## src/rtl/oam_dma_controller.sv

```systemverilog
// rtl/oam_dma_controller.sv - NES sprite DMA sequencer: halts the CPU and copies a 256-byte page to $2004
module oam_dma_controller (
    input  logic        CLK,
    input  logic        RESET_n,
    input  logic        CPU_CE,
    input  logic [15:0] CPU_ADDR,
    input  logic [7:0]  CPU_DATA_OUT,
    input  logic        CPU_RW_n,
    output logic        CPU_ENABLE,
    output logic [15:0] BUS_ADDR,
    output logic [7:0]  BUS_DATA_OUT,
    output logic        BUS_RW_n,
    input  logic [7:0]  BUS_DATA_IN,
    output logic        DMA_ACTIVE
);

    localparam logic [15:0] DMA_REG  = 16'h4014;
    localparam logic [15:0] OAM_ADDR = 16'h2004;

    typedef enum logic [2:0] {
        ST_IDLE,
        ST_HALT,
        ST_ALIGN,
        ST_READ,
        ST_WRITE
    } state_t;

    state_t      state_q, state_d;
    logic [7:0]  page_q, page_d;
    logic [7:0]  idx_q, idx_d;
    logic [7:0]  data_q, data_d;
    logic        cyc_odd_q, cyc_odd_d;

    always_ff @(posedge CLK or negedge RESET_n) begin
        if (!RESET_n) begin
            state_q   <= ST_IDLE;
            page_q    <= 8'h00;
            idx_q     <= 8'h00;
            data_q    <= 8'h00;
            cyc_odd_q <= 1'b0;
        end else begin
            state_q   <= state_d;
            page_q    <= page_d;
            idx_q     <= idx_d;
            data_q    <= data_d;
            cyc_odd_q <= cyc_odd_d;
        end
    end

    // Every register only moves on a CPU_CE edge, so a stretched CPU cycle
    // leaves the bus drive untouched for all of its CLKs.
    always_comb begin
        state_d      = state_q;
        page_d       = page_q;
        idx_d        = idx_q;
        data_d       = data_q;
        cyc_odd_d    = cyc_odd_q ^ CPU_CE;
        CPU_ENABLE   = 1'b0;
        BUS_ADDR     = CPU_ADDR;
        BUS_DATA_OUT = CPU_DATA_OUT;
        BUS_RW_n     = CPU_RW_n;

        case (state_q)
            ST_IDLE: begin
                CPU_ENABLE = CPU_CE;
                if (CPU_CE && !CPU_RW_n && (CPU_ADDR == DMA_REG)) begin
                    page_d  = CPU_DATA_OUT;
                    idx_d   = 8'h00;
                    state_d = ST_HALT;
                end
            end
            ST_HALT: begin
                BUS_ADDR     = {page_q, 8'h00};
                BUS_RW_n     = 1'b1;
                BUS_DATA_OUT = data_q;
                // An odd HALT cycle means the next cycle is already even.
                if (CPU_CE) begin
                    state_d = cyc_odd_q ? ST_READ : ST_ALIGN;
                end
            end
            ST_ALIGN: begin
                BUS_ADDR     = {page_q, 8'h00};
                BUS_RW_n     = 1'b1;
                BUS_DATA_OUT = data_q;
                if (CPU_CE) begin
                    state_d = ST_READ;
                end
            end
            ST_READ: begin
                BUS_ADDR     = {page_q, idx_q};
                BUS_RW_n     = 1'b1;
                BUS_DATA_OUT = data_q;
                if (CPU_CE) begin
                    data_d  = BUS_DATA_IN;
                    state_d = ST_WRITE;
                end
            end
            ST_WRITE: begin
                BUS_ADDR     = OAM_ADDR;
                BUS_RW_n     = 1'b0;
                BUS_DATA_OUT = data_q;
                if (CPU_CE) begin
                    idx_d   = idx_q + 8'h01;
                    state_d = (idx_q == 8'hFF) ? ST_IDLE : ST_READ;
                end
            end
            default: begin
                state_d = ST_IDLE;
            end
        endcase
    end

    assign DMA_ACTIVE = (state_q != ST_IDLE);

endmodule
```

## config.mk

```make
export PLATFORM = sky130hd
export DESIGN_NAME = oam_dma_controller
export DESIGN_NICKNAME = d
export VERILOG_FILES = /design/src/rtl/oam_dma_controller.sv
export SDC_FILE = /design/constraint.sdc
export NUM_CORES = 1
export LEC_CHECK = 0
export ABC_AREA = 1
export CAP_MARGIN = 20
export CORE_MARGIN = 1
export CORE_UTILIZATION = 40
export DETAILED_ROUTE_END_ITERATION = 10
export PLACE_DENSITY = 0.79
export SETUP_SLACK_MARGIN = 0.2
export SLEW_MARGIN = 20
export SYNTH_ARGS = -nofsm -noshare
export SYNTH_HDL_FRONTEND = slang
export SYNTH_SLANG_ARGS = --single-unit
```

## constraint.sdc

```tcl
create_clock -name CLK -period 1.9 [get_ports CLK]
set_clock_uncertainty 0.2 [all_clocks]
set_input_delay 0.285 -clock CLK [delete_from_list [all_inputs] [get_ports CLK]]
set_output_delay 0.285 -clock CLK [all_outputs]
set_load 0.02 [all_outputs]
```

# After elaboration in Yosys (flattened, before gate mapping)
# Index checks and enable logic that the tools add are counted.
word_totals:
  reg_bits: 28
  inputBits: 36
  output_inout_bits: 27
  word_cells: 46
classes:
  addsub: 1
  eq_ne: 11
  muxes: 15
  n_bitwise: 1
  reduce_logical: 13
op_table:
  columns: ["cell", "n"]
  rows:
  - ["$pmux W16 S3", 1]
  - ["$mux W8", 3]
  - ["$eq A16 B15 Y1 const B", 1]
  - ["$pmux W8 S2", 1]
  - ["$mux W3", 5]
  - ["$pmux W3 S5", 1]
  - ["$ne A2 B2 Y1 const B", 5]
  - ["$add A8 B1 Y8 const B", 1]
  - ["$eq A8 B8 Y1 const B", 1]
  - ["$eq A3 B2 Y1 const B", 2]
  - ["$reduce_and A5 Y1", 1]
  - ["$reduce_and A2 Y1", 2]
  - ["$reduce_or A4 Y1", 1]
  - ["$eq A3 B1 Y1 const B", 1]
  - ["$eq A3 B3 Y1 const B", 1]
  - ["$logic_not A3 Y1", 1]
  - ["$reduce_and A3 Y1", 1]
  - ["$reduce_bool A3 Y1", 1]
  - ["$reduce_or A3 Y1", 1]
  - ["$logic_and A1 B1 Y1", 2]
  - ["$mux W1", 2]
  - ["$mux W2", 1]
  - ["$pmux W1 S2", 1]
  - ["$reduce_bool A2 Y1", 1]
  - ["3 further kinds", 3]

# Logic depth before layout (Yosys ltp)
# Gate-level depths: netlist of the first run.
depth:
  word_depth: 5
  depth_mapped: 9
  ltp_nobuf: 9

# Worst setup path before layout of the first run
# Ideal clock, no wire load.
synth_timing:
  path_kind: "reg2out"
  from: "register state_q[0]"
  to: "output BUS_ADDR[10]"
  arrival_time_ps: 1524
  path_slack_ps: -109
  stages_incl_launch_ff: 7
  n_path_buf: 1
  cell_sequence: "dfrtp_1 -> nor2_4 -> inv_2 -> nand2_2 -> nand2_1 -> buf_2 -> o21ai_0"
synth_between:
  elab_chain_len: 3
synth_lines:
  columns: ["element", "line", "text"]
  rows:
  - ["start, declared", "28", "state_t state_q, state_d;"]
  - ["start signal, assigned", "42", "state_q <= state_d;"]
  - ["$eq A3 B2 Y1 or $eq A3 B1 Y1 (tied branches)", "63", "case (state_q)"]
  - ["$reduce_or A2 Y1 (no source line)", null, null]
  - ["$pmux W16 S3 *", "63", null]
  - ["end, declared", "10", "output logic [15:0] BUS_ADDR,"]
# Every way passes the cells marked *; elsewhere a longest branch is shown, timed or not.

# Final worst setup path of the first run
layout_timing:
  from: "register state_q[0]"
  to: "output BUS_ADDR[1]"
# The elaborated chain is that of the path after synthesis.

==> impl_metrics.tcl, run 1 <==
set metrics [dict create \
    layout_setup_ws_ns -0.2399 \
    grt_pass1_wl_um 11160 \
    avgSynthCellArea_um2 7.062 \
    fmax_mhz 467.3 \
    clock-root-buffer "clkbuf_8" \
    reg2reg_slack_ns -0.01 \
    grt_max_degree 29 \
    hold_viol 0 \
    setup_viol 26 \
    clock_path_buffers 2 \
    hpwl_um 4323 \
    min_period_ns 2.140 \
    yosys_warnings 0 \
    cp-start-kind "register" \
    status "finished, violations left" \
    synth-seq-cells 28 \
    failed_checks "setup timing" \
    leakagePower_nw 1.649 \
    diodes 0 \
    core.rowCount 24 \
    start_util_pct 41.52 \
    final_nets 400 \
    dr.pass1.iters 7 \
    cts_buffers 3 \
    p_seq_share_pct 18.9 \
    final_util_pct 78.82 \
    io_pins 63 \
    cts_tree "done" \
    drc 0 \
    coreArea_um2 4354 \
    vias 2380 \
    dieArea_um2 4793 \
    holdBufCountCts 0 \
    areaGrowthSynthToFinish_pct 89.83 \
    critPathMaxFanout 7 \
    dr.first_iter.drc_count 331 \
    crit_type "reg -> out" \
    rsz0062_at_grt "true" \
    power.density_nw_per_um2 1360 \
    slowest_stage "dfrtp_2" \
    grt-ovfl-total 0 \
    gp_congestion 0.9958 \
    die_h_um 69.23 \
    min_path_type "in -> async" \
    worstPathArrival_ns 1.65 \
    final_common_cell "nand2_1" \
    worst_pin_slew_ns 0.3794 \
    fillers 257 \
    seq_area_frac_synth_pct 38.75 \
    peakVddDrop_uv 918.0 \
    slew_headroom_pct 74.71 \
    swShare_pct 44.61 \
    slowest_delay_ns 0.45 \
    routed_via_density 5.749 \
    fin_crit_sh_pct 112.6 \
    clock_power_share_pct 10.5 \
    worstPathCellList "nor2_4 -> inv_2 -> nand2_4 -> nand2_8 -> buf_16 -> o21ai_4 -> buf_6" \
    mostFrequentLayoutCells "51 x nand2_1, 35 x clkdlybuf4s50_1, 34 x buf_6" \
    combinationalPowerShare_pct 70.6 \
    clk_pin_slew_ns 0.10 \
    htreeDepth 1 \
    syn-instance-count 256 \
    crit_required_ns 1.41 \
    final_max_slew_viol_count 0 \
    setup.worst_path.end_class "primary output" \
    gr-usage-all-layers_pct 29.54 \
    synth.cell_area_um2 1808 \
    grt_pass1_vias 2328 \
    clkSinkCount 28 \
    cell_internal_pwr_w 0.002586 \
    routed_wl_um 7688 \
    p_sw_w 0.002083 \
    antenna_found_initial 0 \
    die_w_um 69.23 \
    syn_nets 293 \
    max_cap_viol_count 0 \
    place_worst_setup_slack_ns -0.3377 \
    port_buffers 62 \
    ant_nets 0 \
    clock_latency_ns 0.28 \
    wl_per_cell_um 18.57 \
    layout-drive-gt1-share_pct 44.20 \
    yosys.cell_types.count 26 \
]
[repair_timing]
action,CTS,global route
gates resized for setup,186,55
hold endpoints to repair,0,0
setup endpoints to repair,46,53
buffers inserted,6,2
cloned,3,1
pin swaps,4,4
[metrics by stage]
step	instance area (um2)	power (W)	cells	hold slack (ns)	setup TNS, ns
after floorplan	1961	0.002265	256	-0.2106	0
after global placement	2873	0.003355	398	0.2735	-8.543
after detailed placement	2873	0.003401	398	0.2786	-10.43
after CTS	3209	0.004250	411	0.1970	-3.174
after global routing	3432	0.004841	414	0.2176	-6.293
final	3432	0.004669	414	0.1729	-4.507
[power groups by stage]
stage          logic (W)  registers [W]  clock network, W
6_report         0.00330       0.000882          0.000492
5_1_grt          0.00344       0.000893          0.000509
4_1_cts          0.00291       0.000855          0.000487
3_5_place_dp     0.00256       0.000845                 0
3_3_place_gp     0.00252       0.000833                 0
2_1_floorplan    0.00142       0.000843                 0
[sequential cells by signal, summed over array words and instances (netlist names)]
| signal | count |
|---|---|
| state_q | 3 |
| cyc_odd_q | 1 |
| idx_q | 8 |
| page_q | 8 |
| data_q | 8 |
[synthesized netlist by cell type, drive strengths merged]
library cell | count | area, um2
a21oi | 9 | 45.04
buf | 7 | 43.79
clkbuf | 1 | 3.750
dfrtp | 28 | 700.7
ha | 1 | 12.51
inv | 29 | 108.9
mux2 | 8 | 90.09
nand2 | 75 | 301.5
nand3 | 33 | 170.2
nand4 | 4 | 25.02
nor2 | 37 | 165.2
nor3 | 2 | 10.01
nor3b | 3 | 22.52
o211ai | 1 | 7.510
o21ai | 11 | 55.05
o22ai | 6 | 37.54
xor2 | 1 | 8.760
[logic make-up after synthesis]
kind of cell	after synthesis	synth area share (%)
fa+ha+maj	1	0.6919
xor+xnor	1	0.4845
flops	28	38.75
compound gates	27	8.028
mux	8	4.983
buf+inv	37	8.650
simple gates	154	38.41
[routing by layer]
| metal | share of wire, % | GRT usage, % | vias to the layer above | wire (um) |
|---|---|---|---|---|
| li1 | - | - | 1047 | - |
| met1 | 37 | 35.61 | 1094 | 2827 |
| met2 | 47 | 49.95 | 188 | 3638 |
| met3 | 9.2 | 4.797 | 51 | 711 |
| met4 | 6.6 | 16.55 | 0 | 510 |
| met5 | 0 | 0 | - | 0 |
[worst max-delay path: cells and delay by family (launching register included)]
family          cells  cell delay [ns]
flops               1             0.45
simple gates        3             0.38
buf+inv             3             0.38
compound gates      1             0.16
[final timing paths]
| kind | end | startpoint | cells past startpoint |
|---|---|---|---|
| hold / removal | idx_q[3] | RESET_n | 2 |
| hold reg to reg | cyc_odd_q | cyc_odd_q | 1 |
| setup reg to reg | state_q[0] | state_q[0] | 11 |
| setup / recovery | BUS_ADDR[1] | state_q[0] | 7 |
| max in group asynchronous | state_q[0] | RESET_n | 2 |
| min in group CLK | cyc_odd_q | cyc_odd_q | 1 |
[area by class of cell]
cell class,instances,area (um2),area share [%]
inverters,29,111.4,3.245
clock buffers,3,41.29,1.203
clock inverters,1,30.03,0.8750
flip-flops and latches,28,703.2,20.49
repair buffers,107,1089,31.72
multi-input cells,194,1393,40.58
well taps,52,65.06,1.896
(Power assumes the default switching activity.)
==> inputs of run 2 (changes only) <==
SKIP_LAST_GASP = 1   (was unset)
==> impl_metrics.tcl, run 2 (synthesis gave the netlist of run 1 again) <==
set metrics [dict create \
    gp_congestion 0.9958 \
    htreeDepth 1 \
    leakagePower_nw 1.622 \
    dr.pass1.iters 5 \
    status "finished, violations left" \
    dr.first_iter.drc_count 245 \
    layout-drive-gt1-share_pct 38.78 \
    fillers 286 \
    max_cap_viol_count 0 \
    crit_required_ns 1.41 \
    start_util_pct 41.52 \
    ant_nets 0 \
    gr-usage-all-layers_pct 28.08 \
    routed_wl_um 6899 \
    power.density_nw_per_um2 1349 \
    holdBufCountCts 0 \
    critPathMaxFanout 6 \
    fin_crit_sh_pct 110.1 \
    clock_path_buffers 2 \
    dieArea_um2 4793 \
    hpwl_um 4323 \
    fmax_mhz 478.2 \
    final_common_cell "nand2_1" \
    cts_tree "done" \
    grt_max_degree 29 \
    slowest_stage "dfrtp_1" \
    hold_viol 0 \
    die_w_um 69.23 \
    cp-start-kind "register" \
    finalNonFillerCells 413 \
    slew_headroom_pct 74.31 \
    cts_buffers 3 \
    areaGrowthSynthToFinish_pct 79.72 \
    io_pins 63 \
    final_max_slew_viol_count 0 \
    slowest_delay_ns 0.44 \
    worst_pin_slew_ns 0.3854 \
    worstPathArrival_ns 1.61 \
    reg.largest.list "data_q (8), idx_q (8), page_q (8)" \
    core.rowCount 24 \
    diodes 0 \
    min_period_ns 2.091 \
    setup_viol 27 \
    layout_setup_ws_ns -0.1910 \
    mostFrequentLayoutCells "54 x nand2_1, 37 x buf_4, 35 x clkdlybuf4s50_1" \
    die_h_um 69.23 \
    coreArea_um2 4354 \
    min_path_type "in -> async" \
    peakVddDrop_uv 899.5 \
    clock_latency_ns 0.28 \
    drc 0 \
    port_buffers 62 \
    crit_type "reg -> out" \
    routed_via_density 5.634 \
    dp.cells 398 \
    grt-ovfl-total 0 \
    clk_pin_slew_ns 0.10 \
    antenna_found_initial 0 \
    wl_per_cell_um 16.70 \
    worstPathCellList "nor2_4 -> inv_2 -> nand2_4 -> nand2_4 -> buf_6 -> o22ai_2 -> buf_6" \
    clkSinkCount 28 \
    vias 2327 \
    grt_pass1_wl_um 10690 \
    place_worst_setup_slack_ns -0.3377 \
    failed_checks "setup timing" \
    clock-root-buffer "clkbuf_8" \
    rsz0062_at_grt "true" \
    final_nets 399 \
    grt_pass1_vias 2221 \
    setup.worst_path.end_class "primary output" \
]
run 2: cell types whose count changed in the layout (fill, tap and decap cells not counted), moves of 3 or more:
cell     change
nand2_8      -3
nor2_4       -5
nor2_1       +7
nand2_1      +3
buf_6       -10
buf_4        +8
inv_1        +3
run 2: critical path, delay by kind of cell (launching register included):
kind | cells | cell delay, ns
buffers and inverters | 3 | 0.38
AOI/OAI and AO/OA | 1 | 0.13
DFF | 1 | 0.44
and+or+nand+nor | 3 | 0.38
run 2: final timing paths:
path | start | depth (start not counted) | end | slack, ns
worst max-delay path | state_q[1] | 7 | BUS_ADDR[6] | -0.19
worst min-delay path | RESET_n | 2 | idx_q[0] | 0.18
worst max register to register | state_q[1] | 10 | state_q[0] | 0
worst min register to register | cyc_odd_q | 1 | cyc_odd_q | 0.30
max in group asynchronous | RESET_n | 2 | state_q[0] | 1.02
min in group CLK | cyc_odd_q | 1 | cyc_odd_q | 0.30
run 2: area by class of cell:
cell class / count / area (um2) / share of cell area (%)
repair buffers: 107 / 1046 / 32.19
inverters: 29 / 108.9 / 3.350
flip-flops and latches: 28 / 701.9 / 21.60
clock buffers: 3 / 41.29 / 1.271
well taps: 52 / 65.06 / 2.002
multi-input cells: 193 / 1256 / 38.66
clock inverters: 1 / 30.03 / 0.9241
run 2: routing by layer:
| layer | track usage [%] | vias up | wire [um] |
|---|---|---|---|
| li1 | - | 1043 | - |
| met1 | 35.51 | 1068 | 2633 |
| met2 | 48.54 | 175 | 3364 |
| met3 | 3.634 | 41 | 592 |
| met4 | 10.88 | 0 | 308 |
| met5 | 0 | - | 0 |
run 2: report_power, final:
| part | switching [W] | leakage, nW | internal [W] |
|---|---|---|---|
| Clock | 0.000204 | 0.0357 | 0.000283 |
| Sequential | 0.000119 | 0.362 | 0.000739 |
| Combinational | 0.00160 | 1.22 | 0.00144 |
| Total | 0.00192 | 1.62 | 0.00246 |
run 2: stage by stage:
stage / TNS, ns / area, um2 / power (W) / util, % / hold slack [ns]
3_5_place_dp: -10.43 / 2873 / 0.003401 / 65.98 / 0.2786
2_1_floorplan: 0 / 1961 / 0.002265 / - / -0.2106
6_report: -3.912 / 3249 / 0.004382 / 74.63 / 0.1774
4_1_cts: -3.184 / 3189 / 0.004227 / 73.25 / 0.1970
5_1_grt: -5.573 / 3249 / 0.004569 / 74.63 / 0.2185
3_3_place_gp: -8.543 / 2873 / 0.003355 / 65.98 / 0.2735
run 2: timing repair:
action | 4_1_cts | 5_1_grt
cloned | 3 | 0
setup endpoints to repair | 46 | 53
resized for setup | 179 | 17
pin swaps | 4 | 1
buffers inserted | 6 | 2
==> inputs of run 3 (changes only) <==
CTS_CLUSTER_DIAMETER = 30   (was unset)
SKIP_LAST_GASP = unset   (was 1)
==> results of run 3 <==
The final DEF is identical to that of run 1; final timing and power are the same.
==> patch 1 (config.mk and constraints of run 3) <==
Register the output `BUS_ADDR`, without a reset; this adds one clock of latency there. The other outputs are not delayed to match.
--- a/src/rtl/oam_dma_controller.sv
+++ b/src/rtl/oam_dma_controller.sv
@@ -24,6 +24,8 @@
         ST_READ,
         ST_WRITE
     } state_t;
+
+    logic [15:0] BUS_ADDR_d;
 
     state_t      state_q, state_d;
     logic [7:0]  page_q, page_d;
@@ -56,7 +58,7 @@
         data_d       = data_q;
         cyc_odd_d    = cyc_odd_q ^ CPU_CE;
         CPU_ENABLE   = 1'b0;
-        BUS_ADDR     = CPU_ADDR;
+        BUS_ADDR_d   = CPU_ADDR;
         BUS_DATA_OUT = CPU_DATA_OUT;
         BUS_RW_n     = CPU_RW_n;
 
@@ -70,7 +72,7 @@
                 end
             end
             ST_HALT: begin
-                BUS_ADDR     = {page_q, 8'h00};
+                BUS_ADDR_d   = {page_q, 8'h00};
                 BUS_RW_n     = 1'b1;
                 BUS_DATA_OUT = data_q;
                 // An odd HALT cycle means the next cycle is already even.
@@ -79,7 +81,7 @@
                 end
             end
             ST_ALIGN: begin
-                BUS_ADDR     = {page_q, 8'h00};
+                BUS_ADDR_d   = {page_q, 8'h00};
                 BUS_RW_n     = 1'b1;
                 BUS_DATA_OUT = data_q;
                 if (CPU_CE) begin
@@ -87,7 +89,7 @@
                 end
             end
             ST_READ: begin
-                BUS_ADDR     = {page_q, idx_q};
+                BUS_ADDR_d   = {page_q, idx_q};
                 BUS_RW_n     = 1'b1;
                 BUS_DATA_OUT = data_q;
                 if (CPU_CE) begin
@@ -96,7 +98,7 @@
                 end
             end
             ST_WRITE: begin
-                BUS_ADDR     = OAM_ADDR;
+                BUS_ADDR_d   = OAM_ADDR;
                 BUS_RW_n     = 1'b0;
                 BUS_DATA_OUT = data_q;
                 if (CPU_CE) begin
@@ -112,4 +114,8 @@
 
     assign DMA_ACTIVE = (state_q != ST_IDLE);
 
+    always_ff @(posedge CLK) begin
+        BUS_ADDR <= BUS_ADDR_d;
+    end
+
 endmodule
Behaviour: not the same (Yosys sat finds a counterexample within 4 cycles, from zero or initial values and one cycle with RESET_n low).
==> patch 1 against run 3 <==
The run still ends with negative setup slack left; synthesized area increased by 23%; routed wire length decreased by 8.0%; setup slack improved by 0.12 ns; cell area increased by 11%; register-to-register slack got worse by 0.03 ns; critical endpoint is now BUS_DATA_OUT[1]; sequential cell count increased by 16; largest cell class unchanged; core utilization decreased by 5.9 points; via count decreased by 6.0%; total power increased by 18%; highest routed layer unchanged.
==> patch 1: results <==
[logic_synthesis]
synth_area_per_cell_um2 = 8.92
ys_top_cells_by_count = "nand2_1, nand3_1, dfrtp_1, inv_1, o21ai_2"
ys_top_cells_by_area = "dfrtp_1, dfxtp_1, nand2_1, o21ai_2, nand3_1"
yosysSeqAreaShare_pct = 45.8
async_flop_share_pct = 63.6
syn_nets = 287

[critical_path]
crit_path_end = "BUS_DATA_OUT[1]"
cp-startpoint = "state_q[1]$_DFFE_PN0P_"
cpMaxStageDelayCell = "dfrtp_1"
critical_path.reg2reg.endpoint = "idx_q[5]$_DFFE_PN0P_"

[finish]
final_cells = 441
layout-drive-gt1-share_pct = 39.9
n_fill_cell = 358

[power_and_ir_drop]
vdd_drop_max_v = 0.000897
power_density_mw_per_mm2 = 1450
pwr-share-comb_pct = 61.9
pg_clk_uw = 715

[grt]
grt_pass1_wl_um = 10900
grt_pass1_vias = 2222

[drt]
drtPass1Iterations = 4
via_per_inst = 5.07

[sta]
setup_violations = 18
worst_pin_slew_ns = 0.423
setup_ws_ns = -0.121
hold_slack_ns = 0.167

[clock_network]
numCtsBuffers = 5
clk-insertion-delay-late_ns = 0.30
h-tree-depth = 2

[outcome]
failed_checks = "negative setup slack"
status = "finished with violations"

[placed_design]
place_ws_ns = -0.290
==> patch 1: critical path: cells and delay by family, from the launching register on <==
family                 cells  cell delay (ns)
buffers and inverters      3             0.40
flip-flops                 1             0.39
AND/OR/NAND/NOR            3             0.32
AO/OA/AOI/OAI              1             0.12
==> patch 1: per-layer routing <==
| layer | vias up | share of wire [%] | track usage (%) |
|---|---|---|---|
| li1 | 1053 | - | - |
| met3 | 27 | 6.9 | 4.29 |
| met4 | 0 | 4.3 | 9.81 |
| met5 | - | 0 | 0 |
| met1 | 1039 | 37 | 28.6 |
| met2 | 119 | 51 | 41.2 |
==> patch 1: layout make-up <==
class | instances | area share, %
clock buffer | 6 | 1.90
multi-input combinational | 169 | 33.2
sequential | 44 | 26.7
tap | 70 | 2.29
timing repair buffer | 117 | 31.2
inverter | 33 | 3.77
clock inverter | 2 | 0.917
==> patch 1: repair_timing <==
item	in CTS	in global routing
endpoints found under the setup margin	42	55
resized for setup	107	43
pin swaps	5	9
setup buffers	11	5
gates cloned	5	1
==> patch 2 (config.mk and constraints of run 3) <==
Made on the original files. Re-encode `state_t` (5 states) as one-hot, 5 bits wide.
--- a/src/rtl/oam_dma_controller.sv
+++ b/src/rtl/oam_dma_controller.sv
@@ -17,12 +17,12 @@
     localparam logic [15:0] DMA_REG  = 16'h4014;
     localparam logic [15:0] OAM_ADDR = 16'h2004;
 
-    typedef enum logic [2:0] {
-        ST_IDLE,
-        ST_HALT,
-        ST_ALIGN,
-        ST_READ,
-        ST_WRITE
+    typedef enum logic [4:0] {
+        ST_IDLE  = 5'b00001,
+        ST_HALT  = 5'b00010,
+        ST_ALIGN = 5'b00100,
+        ST_READ  = 5'b01000,
+        ST_WRITE = 5'b10000
     } state_t;
 
     state_t      state_q, state_d;
Behaviour: no difference found for any inputs over 10 cycles, from zero or initial values and one cycle with RESET_n low; not proved beyond that.
==> patch 2 against run 3 <==
The flow still finishes with violations (negative setup slack); critical endpoint is now BUS_DATA_OUT[3]; non-clock buffer count up 17; worst hold slack better by 0.016 ns; via count up 4.9%; setup slack worse by 0.27 ns; routed wire length up 13%; cell area up 13%; sequential cell count up 2; synthesized area up 11%; sequential share of layout area down 1.0 points.
Power is not compared: it rests on default switching activity, and its combinational part moved more than twofold at a synthesized area within 25%.
==> patch 2: results <==
[outcome]
status = "finished with violations"
failed_checks = "negative setup slack"

[sta]
setup_violations = 33
setup_ws_ns = -0.514
slew_headroom_pct = 72.3
fin_setup_tns_ns = -11.40

[drt]
routed_wirelength_um = 8700
wl_met2_um = 4520
met3_length_um = 642
top_layer_used = "met4"
via_per_inst = 5.45
drt-initial-drc-count = 239
wl_met1_um = 3060
wl_per_cell_um = 19.0
drtPass1Iterations = 5

[logic_synthesis]
synth_area_per_cell_um2 = 7.58
yosysSeqAreaShare_pct = 37.6
ys_top_cells_by_area = "dfrtp_1, nand2_1, nand3_1, inv_1, o21ai_2"
ys_top_cells_by_count = "nand2_1, nand3_1, inv_1"
ys_types = 31
async_flop_share_pct = 100
syn_nets = 301

[placed_design]
place_ws_ns = -0.568
hpwl_um = 4480
routabilityCongestion = 0.889

[grt]
grt_pass1_vias = 2517
grt_usage_pct = 32.1
grt_max_degree = 31
grt_pass1_wl_um = 12500

[finish]
layout-drive-gt1-share_pct = 51.2
fin_nets = 427
n_fill_cell = 264

[clock_network]
h-tree-depth = 2
clk_pin_slew_worst_paths_ns = 0.07
clk-insertion-delay-late_ns = 0.30
numCtsBuffers = 5

[critical_path]
cpMaxStageDelayCell = "dfstp_2"
cp_slowest_stage_delay_ns = 0.58
worstPathArrival_ns = 1.93
critical_path.max_fanout = 6
-- patch 2: cell types whose count changed after synthesis, sizes merged, moves of 3 or more --
cell / change
nor2: -8
a22o: +3
o22ai: -3
o21ai: +16
inv: +6
mux2: -8
nand3: +3
a21oi: -9
nand2: +3
-- patch 2: cells by family (layout without fill, tap and decap cells) --
group	Yosys count	count (layout)	synth area share [%]
compound gates	35	35	12.6
xor+xnor	2	2	0.876
fa+ha+maj	1	1	0.625
buf+inv	44	169	10.8
flops	30	30	37.6
simple gates	152	154	37.5
-- patch 2: stage by stage --
stage / hold slack (ns) / instance area, um2
final: 0.189 / 3860
after global routing: 0.212 / 3860
after CTS: 0.199 / 3530
after detailed placement: 0.264 / 3090
after global placement: 0.256 / 3090
after floorplan: -0.211 / 2130
-- patch 2: where the power goes --
group	switching, mW	internal [mW]
Sequential	0.0237	0.664
Clock	0.271	0.292
Combinational	0.275	0.284
Total	0.569	1.24
-- patch 2: worst paths after layout --
kind                                         from                endpoint  slack [ns]  depth (start not counted)
max reg2reg                state_q[3]$_DFFE_PN0P_    idx_q[1]$_DFFE_PN0P_       -0.02                         10
max in group asynchronous                 RESET_n  state_q[0]$_DFFE_PN1P_        0.98                          2
min reg2reg                 data_q[3]$_DFFE_PN0P_   data_q[3]$_DFFE_PN0P_        0.29                          2
min in group CLK            data_q[3]$_DFFE_PN0P_   data_q[3]$_DFFE_PN0P_        0.29                          2
max                        state_q[0]$_DFFE_PN1P_         BUS_DATA_OUT[3]       -0.51                          9
min                                       RESET_n   page_q[3]$_DFFE_PN0P_        0.19                          2
-- patch 2: worst reg2reg max path: cells and delay by family, from the launching register on --
family                 cells  cell delay [ns]
buffers and inverters      5             0.62
flip-flops                 1             0.43
AND/OR/NAND/NOR            5             0.54
-- patch 2: final cells by class --
cell class / instances / area [um2] / share of cell area (%)
Sequential cell: 30 / 752 / 19.5
Tap cell: 67 / 83.8 / 2.17
Timing Repair inverter: 2 / 27.5 / 0.712
Inverter: 35 / 154 / 3.98
Clock buffer: 7 / 86.3 / 2.23
Clock inverter: 1 / 5.00 / 0.129
Multi-Input combinational cell: 192 / 1500 / 38.7
Timing Repair Buffer: 124 / 1260 / 32.6
-- patch 2: repair_timing --
| item | in CTS | in global routing |
|---|---|---|
| gates cloned | 4 | 0 |
| pin swaps | 6 | 14 |
| setup buffers | 11 | 4 |
| hold buffers | 0 | 0 |
| endpoints found under the setup margin | 55 | 56 |
| resized for setup | 217 | 77 |
-- patch 2: metal layers --
layer	vias up	global-route usage (%)
li1	1106	-
met5	-	0
met4	0	16.8
met2	147	54.5
met3	48	6.91
met1	1196	38.1
